**src/rtl/sobel_px_packer_pkg.sv**
```systemverilog
// Shared types and defaults for the sobel pixel-to-word packer.
package sobel_px_packer_pkg;

   localparam int PIXEL_W_DEF    = 8;
   localparam int LANES_DEF      = 4;
   localparam int FIFO_DEPTH_DEF = 8;
   localparam int CNT_W_DEF      = 20;

   typedef enum logic [1:0] {
      IDLE,
      RUN,
      FLUSH,
      DRAIN
   } state_t;

   typedef struct packed {
      logic                             last;
      logic [LANES_DEF-1:0]             keep;
      logic [PIXEL_W_DEF*LANES_DEF-1:0] data;
   } fifo_entry_t;

   localparam int ENTRY_W_DEF = $bits(fifo_entry_t);

endpackage

```
**src/rtl/sobel_px_packer_fifo.sv**
```systemverilog
// First-word-fall-through word FIFO; head is zero while empty.
module px_word_fifo #(
   parameter int W     = 37,
   parameter int DEPTH = 8
) (
   input  logic                     clk_i,
   input  logic                     reset_i,
   input  logic                     push,
   input  logic [W-1:0]             din,
   input  logic                     pop,
   output logic [W-1:0]             dout,
   output logic                     full,
   output logic                     empty,
   output logic [$clog2(DEPTH):0]   count
);

   localparam int AW = $clog2(DEPTH);

   logic [W-1:0]  mem [DEPTH];
   logic [AW-1:0] wr_ptr;
   logic [AW-1:0] rd_ptr;
   logic          do_push;
   logic          do_pop;

   assign empty   = (count == '0);
   assign full    = (count == (AW+1)'(DEPTH));
   assign do_pop  = pop && !empty;
   // a full FIFO still takes a push when the head leaves the same cycle
   assign do_push = push && (!full || do_pop);
   assign dout    = empty ? '0 : mem[rd_ptr];

   always_ff @(posedge clk_i) begin
      if (do_push) mem[wr_ptr] <= din;
   end

   always_ff @(posedge clk_i) begin
      if (reset_i) begin
         wr_ptr <= '0;
         rd_ptr <= '0;
         count  <= '0;
      end else begin
         if (do_push) wr_ptr <= wr_ptr + 1'b1;
         if (do_pop)  rd_ptr <= rd_ptr + 1'b1;
         unique case ({do_push, do_pop})
            2'b10:   count <= count + 1'b1;
            2'b01:   count <= count - 1'b1;
            default: count <= count;
         endcase
      end
   end

endmodule

```
**src/rtl/sobel_px_packer.sv**
```systemverilog
// Packs the sobel core pixel stream into LANES-wide words for a bus writer,
// with a terminal last-tagged entry per frame.
module sobel_px_packer
   import sobel_px_packer_pkg::*;
#(
   parameter int PIXEL_W    = PIXEL_W_DEF,
   parameter int LANES      = LANES_DEF,
   parameter int FIFO_DEPTH = FIFO_DEPTH_DEF,
   parameter int CNT_W      = CNT_W_DEF
) (
   input  logic                     clk_i,
   input  logic                     reset_i,
   input  logic                     start_i,
   input  logic                     finish_i,
   input  logic                     px_valid_i,
   input  logic [PIXEL_W-1:0]       px_i,
   output logic [PIXEL_W*LANES-1:0] word_o,
   output logic [LANES-1:0]         word_keep_o,
   output logic                     word_last_o,
   output logic                     word_valid_o,
   input  logic                     word_ready_i,
   output logic                     busy_o,
   output logic                     overflow_o,
   output logic [CNT_W-1:0]         px_count_o
);

   localparam int WW = PIXEL_W * LANES;
   localparam int EW = WW + LANES + 1;
   localparam int LW = (LANES > 1) ? $clog2(LANES) : 1;

   state_t            state_q, state_d;
   logic [LW-1:0]     lane_q, lane_d;
   logic [WW-1:0]     pack_q, pack_d;
   logic [CNT_W-1:0]  cnt_d;
   logic              ovf_d;
   logic [LANES-1:0]  keep_part;
   logic [EW-1:0]     push_entry;
   logic [EW-1:0]     head;
   logic              push;
   logic              pop;
   logic              fifo_full;
   logic              fifo_empty;
   logic [$clog2(FIFO_DEPTH):0] fifo_count;

   px_word_fifo #(
      .W     (EW),
      .DEPTH (FIFO_DEPTH)
   ) u_fifo (
      .clk_i   (clk_i),
      .reset_i (reset_i),
      .push    (push),
      .din     (push_entry),
      .pop     (pop),
      .dout    (head),
      .full    (fifo_full),
      .empty   (fifo_empty),
      .count   (fifo_count)
   );

   assign word_o       = head[WW-1:0];
   assign word_keep_o  = head[WW +: LANES];
   assign word_last_o  = head[EW-1];
   assign word_valid_o = !fifo_empty;
   assign pop          = word_valid_o && word_ready_i;
   assign busy_o       = (state_q != IDLE);

   always_comb begin
      keep_part = '0;
      for (int i = 0; i < LANES; i++) keep_part[i] = (i < int'(lane_q));
   end

   always_comb begin
      state_d    = state_q;
      lane_d     = lane_q;
      pack_d     = pack_q;
      cnt_d      = px_count_o;
      ovf_d      = overflow_o;
      push       = 1'b0;
      push_entry = '0;
      unique case (state_q)
         IDLE: begin
            if (start_i) begin
               state_d = RUN;
               lane_d  = '0;
               pack_d  = '0;
               cnt_d   = '0;
               ovf_d   = 1'b0;
            end
         end
         RUN: begin
            if (px_valid_i) begin
               for (int i = 0; i < LANES; i++)
                  if (lane_q == LW'(i)) pack_d[i*PIXEL_W +: PIXEL_W] = px_i;
               if (!(&px_count_o)) cnt_d = px_count_o + 1'b1;
               if (lane_q == LW'(LANES-1)) begin
                  push       = 1'b1;
                  push_entry = {1'b0, {LANES{1'b1}}, pack_d};
                  if (fifo_full && !pop) ovf_d = 1'b1;
                  lane_d     = '0;
                  pack_d     = '0;
               end else begin
                  lane_d = lane_q + 1'b1;
               end
            end
            if (finish_i) state_d = FLUSH;
         end
         FLUSH: begin
            // pack_q is already zero in unused lanes, so it is the payload
            if (fifo_count != ($clog2(FIFO_DEPTH)+1)'(FIFO_DEPTH)) begin
               push       = 1'b1;
               push_entry = {1'b1, keep_part, pack_q};
               lane_d     = '0;
               pack_d     = '0;
               state_d    = DRAIN;
            end
         end
         DRAIN: begin
            if (fifo_empty) state_d = IDLE;
         end
         default: state_d = IDLE;
      endcase
   end

   always_ff @(posedge clk_i) begin
      if (reset_i) begin
         state_q    <= IDLE;
         lane_q     <= '0;
         pack_q     <= '0;
         px_count_o <= '0;
         overflow_o <= 1'b0;
      end else begin
         state_q    <= state_d;
         lane_q     <= lane_d;
         pack_q     <= pack_d;
         px_count_o <= cnt_d;
         overflow_o <= ovf_d;
      end
   end

endmodule
```
**config.mk**
```make
export PLATFORM = sky130hd
export DESIGN_NAME = sobel_px_packer
export DESIGN_NICKNAME = d
export VERILOG_FILES = /design/src/rtl/sobel_px_packer_pkg.sv /design/src/rtl/sobel_px_packer_fifo.sv /design/src/rtl/sobel_px_packer.sv
export SDC_FILE = /design/constraint.sdc
export NUM_CORES = 1
export LEC_CHECK = 0
export ABC_AREA = 1
export CAP_MARGIN = 15
export CORE_MARGIN = 1
export CORE_UTILIZATION = 60
export DETAILED_ROUTE_END_ITERATION = 12
export PLACE_DENSITY = 0.87
export SLEW_MARGIN = 30
export SYNTH_ARGS = -nofsm -noshare
export SYNTH_HDL_FRONTEND = slang
export SYNTH_SLANG_ARGS = --single-unit
export TNS_END_PERCENT = 50
```
**constraint.sdc**
```tcl
create_clock -name clk_i -period 4.4 [get_ports clk_i]
set_input_delay 0.88 -clock clk_i [delete_from_list [all_inputs] [get_ports clk_i]]
set_output_delay 0.88 -clock clk_i [all_outputs]
set_load 0.005 [all_outputs]
```
# Word-level counts from Yosys, hierarchy flattened
# Memory sizes are Yosys's and may differ from the RTL's. A register that Yosys moved wholly into a read port is not among the register bits.
# Cells that the tools add are included.
dict set report word_totals {
  regBits 67
  in_bits 14
  ramBits 296
  word_cells 98
  n_memories 1
}
# memory words word_bits rd rd_clocked_by_memory_dff write_ports line_no
set memory_table {}
lappend memory_table {u_fifo.mem 8 37 1 1 1 sobel_px_packer_fifo.sv:19} ;# logic [W-1:0] mem [DEPTH];
dict set report op_classes {
  mux 42
  reduce_logical 20
  eq_ne 18
  addsub 6
  n_lt_le_gt_ge 3
}
# op count
set ops {}
lappend ops {{$mux 32} 4}
lappend ops {{$pmux 32 s3} 1}
lappend ops {{$mux 37} 2}
lappend ops {{$pmux 37 s2} 1}
lappend ops {{$mux 36} 2}
lappend ops {{$mux 20} 3}
lappend ops {{$pmux 20 s2} 1}
lappend ops {{$mux 8} 4}
lappend ops {{$add 20x1->20 const B} 1}
lappend ops {{$reduce_and 20->1} 1}
lappend ops {{$mux 2} 8}
lappend ops {{$ne 2x2->1 const B} 7}
lappend ops {{$reduce_and 4->1} 3}
lappend ops {{$eq 2x2->1 const B} 5}
lappend ops {{$mux 1} 9}
lappend ops {{$pmux 2 s4} 1}
lappend ops {{$pmux 4 s2} 1}
lappend ops {{$add 3x1->3 const B} 2}
lappend ops {{$eq 2x1->1 const B} 3}
lappend ops {{$mux 3} 2}
lappend ops {{$pmux 2 s3} 1}
lappend ops {{$reduce_bool 2->1} 3}
lappend ops {{$reduce_and 5->1} 1}
lappend ops {{$add 4x1->4 const B} 1}
lappend ops {{other kinds (14)} 22}

# Longest topological paths before layout
# Gate-level depths: netlist of run 1.
dict set report logic_depth {
  ltp_word 9
  mapped_depth 13
  ltp_nobuf 12
}

# Hierarchy
# From an unflattened synthesis of run 1, not the netlist that was laid out.
dict set report hier_totals {
  hier_cells 1563
  area_unflattened_um2 15912.8
}
# mod cells_each area_each_um2 n_inst
set by_module_without_submodules {}
lappend by_module_without_submodules {px_word_fifo 972 12259.3 1}
lappend by_module_without_submodules {sobel_px_packer 591 3653.5 1}

# Least setup slack after synthesis of run 1
# No wires, ideal clock.
dict set report synth_path {
  path_type {input port to flip-flop}
  from {input px_valid_i}
  to {memory u_fifo.mem[0][0] (enable)}
  setup_slack_ns 0.837
  n_path_buf 0
  arrival_time_ns 3.132
  setup_ns 0.431
  required_ns 3.969
  stages 5
  cell_sequence {nand3_1 > o21ai_1 > nand3_1 > or2_1 > nor2_1}
}
dict set report synth_between {
  elab_chain_cells 5
}
# item line_no
set synth_lines {}
lappend synth_lines {{start, declared} sobel_px_packer.sv:15} ;# input logic px_valid_i,
lappend synth_lines {{$mux 1} sobel_px_packer.sv:91} ;# if (px_valid_i) begin
lappend synth_lines {{$pmux 1 s2} sobel_px_packer.sv:80} ;# unique case (state_q)
lappend synth_lines {{$logic_and 1x1->1} sobel_px_packer_fifo.sv:29} ;# assign do_push = push && (!full || do_pop);
lappend synth_lines {{$mux 1} sobel_px_packer_fifo.sv:33} ;# if (do_push) mem[wr_ptr] <= din;
lappend synth_lines {{$mux 1 (implied by the code)} sobel_px_packer_fifo.sv:33}
lappend synth_lines {{end, declared} sobel_px_packer_fifo.sv:19}
# No other way between the ends.

==> impl_metrics.tcl, run 1 <==
set metrics [dict create \
    synth_fp_nets 1519 \
    numCtsBuffers 37 \
    fin_nets 1574 \
    crit_type "reg2out" \
    setup-violations-final 0 \
    preCtsSetupSlack_ns 0.898 \
    yosysMostFrequentCell "nor2_1" \
    drt-total-wl_mm 38.4 \
    io_buffer_count 73 \
    fin_ws_ns 0.394 \
    io_pins 74 \
    drive_gt1_share_pct 7.50 \
    postSynthCellCount 1490 \
    yosysSeqAreaShare_pct 66.2 \
    synthTopCellsByCount "nor2_1 (320), edfxtp_1 (296), o21ai_0 (254), nand2_1 (157), inv_1 (91)" \
    insertion_delay_ns 0.53 \
    powerDensity_nw_per_um2 616 \
    worst_pin_slew_ns 1.02 \
    die_y_um 163 \
    required_ns 3.52 \
    endpoint "word_o[16]" \
    vias 11700 \
    cts_htree_levels 2 \
    wire_per_inst_um 20.2 \
    ys.flop_type "edfxtp_1" \
    cts_tree "done" \
    p_leak_nw 6.15 \
    clk_pin_slew_ns 0.06 \
    post-route-util_pct 70.9 \
    ys_types 37 \
    period_minus_slack_ns 4.01 \
    slew_viol_final 0 \
    status "finished clean" \
    vias_per_cell 6.14 \
    slew_headroom_pct 31.1 \
    ys_warn_count 0 \
    finalClockSkew_ns 0.0121 \
    min_period_over_period_pct 91.0 \
    avgSynthCellArea_um2 10.4 \
    hold_violations 0 \
    grt_max_degree 149 \
    post_cts_buffers 0 \
    r2r_end "u_fifo.count[2]" \
    post-synth-top-area-cell "edfxtp_1" \
    netlist_area_um2 15600 \
    area_delta_synth_final_pct 15.5 \
    endpoint_kind "output port" \
    rr_worst_depth 11 \
    firstDrtPassIters 8 \
    critPathArrivalTime_ns 3.13 \
    row_count 58 \
    gp_congestion 0.831 \
    core_area_um2 25300 \
    grt_pass1_wl_mm 60.4 \
    fin_area_um2 18000 \
    dpl.hpwl_mm 21.6 \
    setup_tns_ns 0 \
    synth-edff-count 296 \
    drt_iter0_markers 1503 \
    ys_ff_latch 366 \
    cp-start-kind "flop" \
    initial_utilization_pct 61.4 \
    synth_area_leaders "edfxtp_1 (57%), dfxtp_1 (9.0%), o21ai_0 (8.2%), nor2_1 (7.7%), nand2_1 (3.8%)" \
    drc 0 \
    path_max_fanout 48 \
    rsz0062_at_grt "false" \
    fmax_mhz 250 \
    antenna_left 0 \
    cap_violations 0 \
    grt_usage_pct 29.5 \
    hold_class "reg2reg" \
    cts_resized 0 \
    antenna_found_initial 0 \
    async_reset_ff_share_pct 0 \
    yosys.area.top_type_share_pct 57.1 \
    grt_overflow 0 \
    reg2reg_setup_slack_ns 1.45 \
    antennaDiodeCount 0 \
    die_w_um 163 \
    holdBufCountCts 0 \
    clockBufferDepth 3 \
    cts_sinks 366 \
    place_area_um2 16800 \
    cts_root_buf "clkbuf_16" \
    whs_ns 0.431 \
    dieArea_um2 26600 \
    grt_pass1_vias 11700 \
    max-vdd-ir-drop_uv 346 \
    r2r-start "u_fifo.count[1]" \
]
registers in the layout, indices dropped and copies added (netlist names), named ones only:
name	flops
state_q	2
pack_q	32
lane_q	2
px_count_o	20
u_fifo.rd_ptr	3
u_fifo.mem	296
u_fifo.count	4
overflow_o	1
u_fifo.wr_ptr	3
cell type report:
class	instances	area, µm²
clock buffers	56	1070
clock inverters	11	141
repair buffers	106	1120
inverters	97	365
fillers	1633	7360
multi-input cells	937	4570
well taps	330	413
flip-flops and latches	366	10300
power breakdown:
group / switching (mW) / internal (mW)
Sequential: 0.155 / 3.99
Clock: 1.29 / 1.86
Combinational: 2.42 / 1.35
critical path, stage by stage (launching register included):
cell and delay [ns]:
dfxtp_2 0.34, buf_4 0.30, buf_4 0.50, o21ai_0 0.19, o22ai_1 0.21, o21ai_0 0.15, a31oi_1 0.31, clkdlybuf4s50_1 0.56
worst min path at each step:
| stage | end | cells past startpoint | slack [ns] | start |
|---|---|---|---|---|
| finish | pack_q[30] | 2 | 0.43 | pack_q[30] |
| CTS | pack_q[30] | 2 | 0.43 | pack_q[30] |
| global route | pack_q[30] | 2 | 0.47 | pack_q[30] |
| global placement | pack_q[27] | 2 | 0.42 | pack_q[27] |
| detailed placement | pack_q[30] | 2 | 0.42 | pack_q[30] |
| floorplan | pack_q[26] | 2 | 0.41 | pack_q[26] |
stage by stage:
stage | cells | power [mW]
2_1_floorplan | 1490 | 6.51
3_3_place_gp | 1836 | 7.66
3_5_place_dp | 1836 | 7.84
4_1_cts | 1903 | 11.0
5_1_grt | 1903 | 11.6
6_report | 1903 | 11.1
per-layer routing:
layer / track usage, % / vias to the layer above / wire [µm]
met4: 13.2 / 0 / 1320
li1: - / 5311 / -
met3: 5.30 / 110 / 3810
met2: 51.0 / 743 / 19200
met5: 0 / - / 0
met1: 36.1 / 5513 / 14000
layout by cell type, fill, tap and decap left out, types with 3 or more instances in the layout:
| master | n |
|---|---|
| a211oi_1 | 23 |
| a21oi_1 | 21 |
| a31oi_1 | 38 |
| buf_12 | 11 |
| buf_4 | 22 |
| bufinv_16 | 3 |
| clkbuf_1 | 13 |
| clkbuf_16 | 38 |
| clkbuf_8 | 5 |
| clkdlybuf4s50_1 | 73 |
| clkinv_2 | 4 |
| dfxtp_1 | 68 |
| edfxtp_1 | 296 |
| ha_1 | 15 |
| inv_1 | 89 |
| inv_2 | 7 |
| nand2_1 | 156 |
| nand2_2 | 4 |
| nand3_1 | 17 |
| nand4_1 | 20 |
| nor2_1 | 311 |
| nor2_4 | 11 |
| o21ai_0 | 245 |
| o21ai_1 | 12 |
| o21bai_1 | 4 |
| o22ai_1 | 39 |
| xor2_1 | 3 |
kinds of logic (layout without fill, tap and decap cells):
group,Yosys count,after routing,synth area share (%)
compound gates,390,390,13.8
xor+xnor,4,4,0.225
simple gates,528,528,13.7
flops,366,366,66.2
buf+inv,187,270,4.91
fa+ha+maj,15,15,1.21
Power figures use the tool's default switching activity.
==> inputs of run 2 (changes only) <==
- CTS_CLUSTER_SIZE: default -> 12
==> impl_metrics.tcl, run 2 (same netlist as run 1, synthesis figures left out) <==
set metrics [dict create \
    cts_tree "done" \
    final_cells 1904 \
    crit_type "reg2out" \
    io_pins 74 \
    r2r-start "state_q[0]" \
    insertion_delay_ns 0.53 \
    cts_sinks 366 \
    final_cell_mix "nor2_1 (311), edfxtp_1 (296), o21ai_0 (248)" \
    antennaDiodeCount 0 \
    p_sw_share_pct 35.1 \
    antenna_found_initial 0 \
    vias 11700 \
    io_buffer_count 73 \
    r2r_end "u_fifo.mem[1][9]" \
    dieArea_um2 26600 \
    reg2reg_setup_slack_ns 1.45 \
    critPathArrivalTime_ns 3.08 \
    slew_viol_final 0 \
    placed_cells 1836 \
    top_regs "u_fifo.mem: 296 flops, pack_q: 32 flops, px_count_o: 20 flops" \
    post_cts_buffers 0 \
    cp-start-kind "flop" \
    drc 0 \
    cts_htree_levels 2 \
    clk_pin_slew_ns 0.06 \
    hold_class "reg2reg" \
    largest_reg_flops 296 \
    drt-total-wl_mm 37.9 \
    vias_per_cell 6.14 \
    path_max_fanout 61 \
    required_ns 3.52 \
    grt_usage_pct 29.2 \
    p_leak_nw 6.12 \
    grt_max_degree 149 \
    core_area_um2 25300 \
    intPower_mw 7.05 \
    total_power_mw 10.9 \
    area_delta_synth_final_pct 15.0 \
    firstDrtPassIters 5 \
    powerDensity_nw_per_um2 607 \
    worst_pin_slew_ns 1.04 \
    p_switching_mw 3.81 \
    drt_iter0_markers 1380 \
    numCtsBuffers 38 \
    max-vdd-ir-drop_uv 360 \
    initial_utilization_pct 61.4 \
    hold_end "pack_q[30]" \
    fmax_mhz 253 \
    clockBufferDepth 3 \
    holdBufCountCts 0 \
    min-delay-start "pack_q[30]" \
    die_w_um 163 \
    multi_input_area_um2 4570 \
    rsz0062_at_grt "false" \
    grt_overflow 0 \
    pwr-share-clk_pct 27.3 \
    drive_gt1_share_pct 7.05 \
    slew_headroom_pct 30.2 \
    grt_pass1_vias 11600 \
    dpl.hpwl_mm 21.6 \
    layout_commonest_cell "nor2_1" \
    setup_tns_ns 0 \
    row_count 58 \
    min_period_over_period_pct 90.0 \
    hold_violations 0 \
    gp_congestion 0.831 \
    whs_ns 0.431 \
    hold_depth 2 \
    place_area_um2 16800 \
    largest-register "u_fifo.mem" \
    fin_nets 1575 \
    setup-violations-final 0 \
    grt_pass1_wl_mm 59.8 \
    pwr-share-seq_pct 38.1 \
    finalClockSkew_ns 0.0182 \
    period_minus_slack_ns 3.96 \
    cts_resized 0 \
    wire_per_inst_um 19.9 \
    cts_root_buf "clkbuf_16" \
    cap_violations 0 \
    endpoint_kind "output port" \
    combPwrFrac_pct 34.5 \
    status "finished clean" \
    die_y_um 163 \
    rr_worst_depth 7 \
    nFillCells 1639 \
    fin_area_um2 17900 \
    register_area_um2 10300 \
    antenna_left 0 \
]
run 2: final cells by class:
class	instances	share of cell area, %
Clock inverter	4	0.126
Inverter	97	2.04
Sequential cell	366	57.6
Clock buffer	64	6.20
Tap cell	330	2.31
Timing Repair Buffer	106	6.24
Multi-Input combinational cell	937	25.5
run 2: how the worst max path moves through the flow:
stage	slack [ns]	cells past startpoint	to	startpoint
finish	0.44	7	word_o[13]	flop
CTS	0.47	7	word_o[13]	flop
global route	0.21	7	word_o[24]	flop
detailed placement	0.90	8	u_fifo.mem[3][27]	px_valid_i
global placement	1.04	8	u_fifo.mem[3][29]	px_valid_i
floorplan	0.84	5	u_fifo.mem[0][0]	px_valid_i
run 2: per-layer routing:
layer	global-route usage, %	up-vias	part of all wire, %
met3	5.40	118	9.6
met4	13.3	0	3.6
li1	-	5320	-
met1	35.3	5546	37
met5	0	-	0
met2	50.7	709	50
run 2: power by group through the flow:
| stage | Sequential (mW) | Clock, mW | Combinational [mW] |
|---|---|---|---|
| 3_5_place_dp | 4.20 | 0 | 3.63 |
| 3_3_place_gp | 4.19 | 0 | 3.46 |
| 5_1_grt | 4.17 | 3.11 | 4.13 |
| 6_report | 4.14 | 2.97 | 3.75 |
| 4_1_cts | 4.14 | 2.98 | 3.70 |
| 2_1_floorplan | 4.18 | 0 | 2.34 |
run 2: stage by stage:
step           utilization, %  worst slack (ns)
2_1_floorplan               -             0.837
3_3_place_gp             66.1              1.04
3_5_place_dp             66.2             0.898
4_1_cts                  70.6             0.466
5_1_grt                  70.6             0.206
6_report                 70.6             0.442
run 2: critical path, cell delays in order, from the launching register on:
cell and delay (ns):
dfxtp_4 0.36, clkinv_2 0.55, buf_12 0.44, o21ai_0 0.25
o22ai_1 0.11, o21ai_0 0.23, a31oi_1 0.11, clkdlybuf4s50_1 0.48
==> inputs of run 3 (changes only) <==
- CORE_UTILIZATION: 60 -> 62
- CTS_BUF_LIST: default -> sky130_fd_sc_hd__clkbuf_8
- PLACE_DENSITY: 0.87 -> 0.9
==> impl_metrics.tcl, run 3 (same netlist as run 1, synthesis figures left out) <==
set metrics [dict create \
    antenna_found_initial 0 \
    slew_viol_final 0 \
    largest_reg_flops 296 \
    insertion_delay_ns 0.60 \
    critPathArrivalTime_ns 3.11 \
    powerDensity_nw_per_um2 598 \
    setup_tns_ns 0 \
    area_delta_synth_final_pct 14.3 \
    clockBufferDepth 3 \
    status "finished clean" \
    io_pins 74 \
    cp-start-kind "flop" \
    hold_violations 0 \
    io_buffer_count 73 \
    drt_iter0_markers 1755 \
    fmax_mhz 251 \
    rsz0062_at_grt "false" \
    whs_ns 0.437 \
    layout_commonest_cell "nor2_1" \
    dieArea_um2 25700 \
    grt_pass1_wl_mm 60.7 \
    p_leak_nw 6.21 \
    cts_sinks 366 \
    cts_resized 0 \
    top_regs "u_fifo.mem: 296 flops, pack_q: 32 flops, px_count_o: 20 flops" \
    grt_usage_pct 30.3 \
    grt_max_degree 149 \
    largest-register "u_fifo.mem" \
    slew_headroom_pct 27.6 \
    post-route-util_pct 72.7 \
    antennaDiodeCount 0 \
    hold_class "reg2reg" \
    setup-violations-final 0 \
    vias 12100 \
    cap_violations 0 \
    gp_congestion 0.851 \
    drive_gt1_share_pct 8.76 \
    cts_htree_levels 2 \
    firstDrtPassIters 8 \
    clk_pin_slew_ns 0.06 \
    die_w_um 160 \
    grt_overflow 0 \
    initial_utilization_pct 63.6 \
    wire_per_inst_um 20.1 \
    cts_root_buf "clkbuf_8" \
    row_count 57 \
    min_period_over_period_pct 90.6 \
    vias_per_cell 6.28 \
    path_max_fanout 74 \
    max-vdd-ir-drop_uv 449 \
    post_cts_buffers 0 \
    core_area_um2 24500 \
    final_cell_mix "nor2_1 (311), edfxtp_1 (296), o21ai_0 (248)" \
    fin_nets 1596 \
    numCtsBuffers 55 \
    finalClockSkew_ns 0.0177 \
    holdBufCountCts 0 \
    nFillCells 1469 \
    antenna_left 0 \
    grt_pass1_vias 11700 \
    required_ns 3.52 \
    drt-total-wl_mm 38.8 \
    cts_tree "done" \
    dpl.hpwl_mm 22.1 \
    crit_type "reg2out" \
    die_y_um 160 \
    period_minus_slack_ns 3.99 \
    drc 0 \
    worst_pin_slew_ns 1.08 \
    endpoint_kind "output port" \
]
run 3: power breakdown:
| group | internal, mW | switching (mW) |
|---|---|---|
| sequential | 3.99 | 0.158 |
| combinational | 1.35 | 2.47 |
| clock | 1.39 | 1.27 |
run 3: metrics by stage:
step | std cells | power, mW | worst slack (ns) | area [µm²]
final | 1934 | 10.6 | 0.412 | 17800
after floorplan | 1490 | 6.51 | 0.837 | 15600
after global placement | 1834 | 7.67 | 0.904 | 16700
after CTS | 1934 | 10.6 | 0.438 | 17800
after detailed placement | 1834 | 7.87 | 0.799 | 16700
after global routing | 1934 | 11.1 | 0.317 | 17800
run 3: final cells by class:
class                   instances  area (µm²)  area share, %
flip-flops and latches        366       10300           57.9
multi-input cells             937        4560           25.7
repair buffers                110        1080           6.10
clock buffers                  61         840           4.72
well taps                     324         405           2.28
inverters                      97         368           2.07
clock inverters                39         218           1.23
run 3: worst paths after layout:
kind                            startpoint  slack, ns  cells after the start                 to
worst max-delay path                  flop       0.41                      6        word_last_o
worst min-delay path            pack_q[31]       0.44                      2         pack_q[31]
worst max register to register  state_q[1]       1.24                      9  u_fifo.mem[4][23]
worst min register to register  pack_q[31]       0.44                      2         pack_q[31]
run 3: per-layer routing:
layer / vias to the layer above / GRT usage [%] / wire length, µm
met5: - / 0 / 0
met4: 0 / 13.4 / 1450
met3: 179 / 6.10 / 4490
met2: 939 / 50.2 / 18900
met1: 5669 / 38.7 / 14000
li1: 5360 / - / -
run 3: critical path: stages (launching register included):
cell,delay [ns]
dfxtp_2,0.33
buf_4,0.66
o21ai_0,0.27
o22ai_1,0.23
o21ai_0,0.12
a31oi_1,0.30
clkdlybuf4s50_1,0.59
